File: src/rtl/maze_pkg.sv
//------------------------------------------------------------------------------
// maze_pkg : shared types and constants for the maze path checker
// Rev 1.0  : initial release
//------------------------------------------------------------------------------
`default_nettype none

package maze_pkg;

   localparam int MAZE_N     = 15;
   localparam int MAZE_CELLS = MAZE_N * MAZE_N;

   typedef enum logic [2:0] {
      ERR_OK         = 3'd0,
      ERR_BAD_START  = 3'd1,
      ERR_NOT_ADJ    = 3'd2,
      ERR_WALL       = 3'd3,
      ERR_BAD_END    = 3'd4,
      ERR_OUT_RANGE  = 3'd5,
      ERR_NO_PATH    = 3'd6,
      ERR_LOAD_ABORT = 3'd7
   } chk_err_e;

   typedef enum logic [2:0] {
      ST_IDLE   = 3'd0,
      ST_LOAD   = 3'd1,
      ST_WAIT   = 3'd2,
      ST_CHECK  = 3'd3,
      ST_REPORT = 3'd4
   } chk_state_e;

   typedef struct packed {
      logic [3:0] y;
      logic [3:0] x;
   } coord_t;

endpackage

`default_nettype wire

File: src/rtl/maze_step_check.sv
//------------------------------------------------------------------------------
// maze_step_check : combinational legality check of one path coordinate
// Rev 1.0         : initial release
//------------------------------------------------------------------------------
`default_nettype none

module maze_step_check
   import maze_pkg::*;
#(
   parameter int N = MAZE_N
)
(
   input  logic [3:0] i_prev_x,
   input  logic [3:0] i_prev_y,
   input  logic [3:0] i_cur_x,
   input  logic [3:0] i_cur_y,
   input  logic       i_wall,
   input  logic       i_first,
   output logic [2:0] o_err
);

   localparam logic [3:0] c_max = 4'(N - 1);

   logic signed [4:0] w_dx;
   logic signed [4:0] w_dy;
   logic        [4:0] w_adx;
   logic        [4:0] w_ady;
   logic        [5:0] w_dist;

   always_comb begin
      w_dx   = $signed({1'b0, i_cur_x}) - $signed({1'b0, i_prev_x});
      w_dy   = $signed({1'b0, i_cur_y}) - $signed({1'b0, i_prev_y});
      w_adx  = w_dx[4] ? 5'(-w_dx) : 5'(w_dx);
      w_ady  = w_dy[4] ? 5'(-w_dy) : 5'(w_dy);
      w_dist = {1'b0, w_adx} + {1'b0, w_ady};

      // Priority: out-of-range, bad start, non-adjacent, wall.
      o_err = ERR_OK;
      if (i_cur_x > c_max || i_cur_y > c_max)
         o_err = ERR_OUT_RANGE;
      else if (i_first && (i_cur_x != 4'd0 || i_cur_y != 4'd0))
         o_err = ERR_BAD_START;
      else if (!i_first && w_dist != 6'd1)
         o_err = ERR_NOT_ADJ;
      else if (i_wall)
         o_err = ERR_WALL;
   end

endmodule

`default_nettype wire

File: config.mk
export PLATFORM = sky130hd
export DESIGN_NAME = maze_step_check
export DESIGN_NICKNAME = d
export VERILOG_FILES = /design/src/rtl/maze_pkg.sv /design/src/rtl/maze_step_check.sv
export SDC_FILE = /design/constraint.sdc
export NUM_CORES = 1
export LEC_CHECK = 0
export CAP_MARGIN = 20
export CORE_MARGIN = 1
export CORE_UTILIZATION = 34
export DETAILED_ROUTE_END_ITERATION = 6
export PLACE_DENSITY = 0.65
export SLEW_MARGIN = 25
export SYNTH_ARGS = -nofsm -noshare
export SYNTH_HDL_FRONTEND = slang
export SYNTH_SLANG_ARGS = --single-unit
File: constraint.sdc
create_clock -name vclk -period 11.5
set_input_delay 2.3 -clock vclk [all_inputs]
set_output_delay 2.3 -clock vclk [all_outputs]
set_load 0.02 [all_outputs]
==> key figures <==
Global routing
  – Vias in the first global route: 602
  – Total track usage: 14.4%
  – Overflow after GRT: 0
  – Pin count of the biggest net entering global routing: 5
  – Initial antenna violation count: 0
  – First-pass GRT wire length: 2370 um

Final layout
  – Fin util: 48.5%
  – CLK BUF: 0
  – Flip-flop and latch count: 0
  – Layout cells sized above 1: 4.81%
  – Fill cells: 199
  – Reg area: 0 um^2
  – Layout area overhead: 34.9%
  – Diode count: 0
  – NumNets Final: 142

Timing
  – Worst relative slew slack: 74.1%
  – Endpoints failing hold: 0
  – Final Max Slew Viols: 0
  – Period utilization: 73.5%
  – FMAX: 0.118 GHz
  – Fin crit period: 8.45 ns
  – Worst Tran Pin Value: 0.385 ns
  – Setup_tns: 0 ns
  – RSZ-0062 raised after global routing: false
  – Setup-violating endpoint count in the final report: 0

Power
  – P per Cell Area: 72.6 nW/um^2
  – Clk network pwr share: 0%
  – Net load switching power: 31.0 uW
  – Int Pwr: 37.4 uW
  – Peak VDD IR: 0.0000477 V
  – Sw frac: 45.3%
  – Sequential share of power: 0%
  – Pleak: 0.469 nW
  – Comb power frac: 100.0%

Floorplan
  – # rows: 16
  – Core area: 1940 um^2
  – Io pins: 21
  – Height of the die: 47.3 um
  – Die width: 47.3 um
  – Initial Util: 36.0%
  – DIE AREA: 2240 um^2

Synthesis
  – Area share of the largest cell type after synthesis: 26.9%
  – Sequential area share after synthesis: 0%
  – Syn Area/Cell: 8.41 um^2
  – Synth top area cells: ha_1 27%, fa_1 8.6%, inv_1 8.6%
  – YS warnings: 0
  – Syn Inst Count: 83
  – Post-synth top cells: 16 x inv_1, 15 x ha_1, 6 x a21oi_1
  – Synth cell types: 27
  – Cell taking the most area after synthesis: ha_1
  – Netlist Area Pre-Place: 698 um^2
  – Count leader, synth: inv_1
  – Syn_nets: 119

Critical path
  – Crit-path slowest cell: clkdlybuf4s50_1
  – Startpoint Class: primary input
  – Crit path kind: primary input to output pin
  – CP endpoint kind: output pin
  – WP data arrival: 6.15 ns
  – Crit-path max FO: 3
  – Crit path required time: 9.20 ns
  – Slowest stage delay, CP: 0.60 ns
  – Crit-path cells: clkdlybuf4s50_1 > inv_1 > ha_1 > inv_1 > fa_1 > a21o_1 > a21oi_1 > mux2_1 > fa_1 > or4b_4 > nor2_1 > a311o_1 > clkdlybuf4s50_1

Hold path
  – Min-delay worst type: primary input to output pin

Routing
  – DRT Wirelength: 1410 um
  – Detailed Route Iter0 Violations: 7
  – Residual DRC: 0
  – Average routed wire per standard cell: 10.8 um
  – Drt first pass iters: 4
  – Vias/cell: 4.92
  – Via count: 645
  – ANT nets after route: 0

Place
  – GPL Wtd Cong: 0.753
  – IO buf count: 21
  – Final HPWL DP: 1280 um

Clock tree
  – CTS resizes: 0
  – Post-CTS setup buffer count: 0
  – Post-CTS Hold Buffers: 0

Job
  – Max-cap violations: 0

Run status
  – Outcome: completed
## cell usage in the layout, fill, tap and decap left out, types with 3 or more instances in the layout
cell	n
clkdlybuf4s50_1	21
nor2b_1	3
a21o_1	3
nand2_1	5
inv_1	16
xnor2_1	4
fa_1	3
ha_1	15
a21oi_1	6
## per-layer routing
layer  GRT usage [%]  part of all wire (%)  vias to the layer above
li1                -                     -                      346
met1            20.1                    53                      289
met2            26.3                    45                       10
met3               0                   1.9                        0
met4               0                     0                        0
met5               0                     0                        -
## critical path: cells and delay by family
family | cells | cell delay [ns]
adders and majority gates | 3 | 1.02
buffers and inverters | 4 | 1.16
and+or+nand+nor | 2 | 0.63
muxes | 1 | 0.40
AOI/OAI and AO/OA | 3 | 0.62
## cell families (layout without fill, tap and decap cells)
family	after synthesis	after routing	synth area share, %
muxes	2	2	3.23
adders and majority gates	18	18	35.5
xor gates and xnor gates	6	6	11.5
and+or+nand+nor	22	22	19.4
buffers and inverters	16	37	8.60
AOI/OAI and AO/OA	19	19	21.9
## layout make-up
| type | count | area, um^2 | share of cell area (%) |
|---|---|---|---|
| tap | 27 | 33.8 | 3.59 |
| multi-input combinational | 67 | 638 | 67.7 |
| inverter | 16 | 60.1 | 6.37 |
| timing repair buffer | 21 | 210 | 22.3 |
## metrics by stage
stage / hold slack, ns / total power, mW / setup slack [ns] / instance area, um^2 / cells
CTS: 5.78 / 0.0689 / 3.04 / 942 / 131
finish: 5.77 / 0.0684 / 3.05 / 942 / 131
global route: 5.83 / 0.0781 / 2.84 / 942 / 131
floorplan: 4.80 / 0.0506 / 3.95 / 698 / 83
global placement: 5.78 / 0.0677 / 3.05 / 942 / 131
detailed placement: 5.78 / 0.0686 / 3.04 / 942 / 131
## path summary, 6_finish.rpt
| kind | end | cells after the start | slack (ns) | from |
|---|---|---|---|---|
| worst max-delay path | o_err[0] | 13 | 3.05 | i_cur_x[0] |
| worst min-delay path | o_err[2] | 4 | 5.77 | i_cur_y[2] |
## power groups by stage
| stage | clock network (mW) | logic, mW | registers [mW] |
|---|---|---|---|
| final | 0 | 0.0684 | 0 |
| after global routing | 0 | 0.0781 | 0 |
| after CTS | 0 | 0.0689 | 0 |
| after detailed placement | 0 | 0.0686 | 0 |
| after global placement | 0 | 0.0677 | 0 |
| after floorplan | 0 | 0.0506 | 0 |
Note: power is estimated with default switching activity, not from simulation.
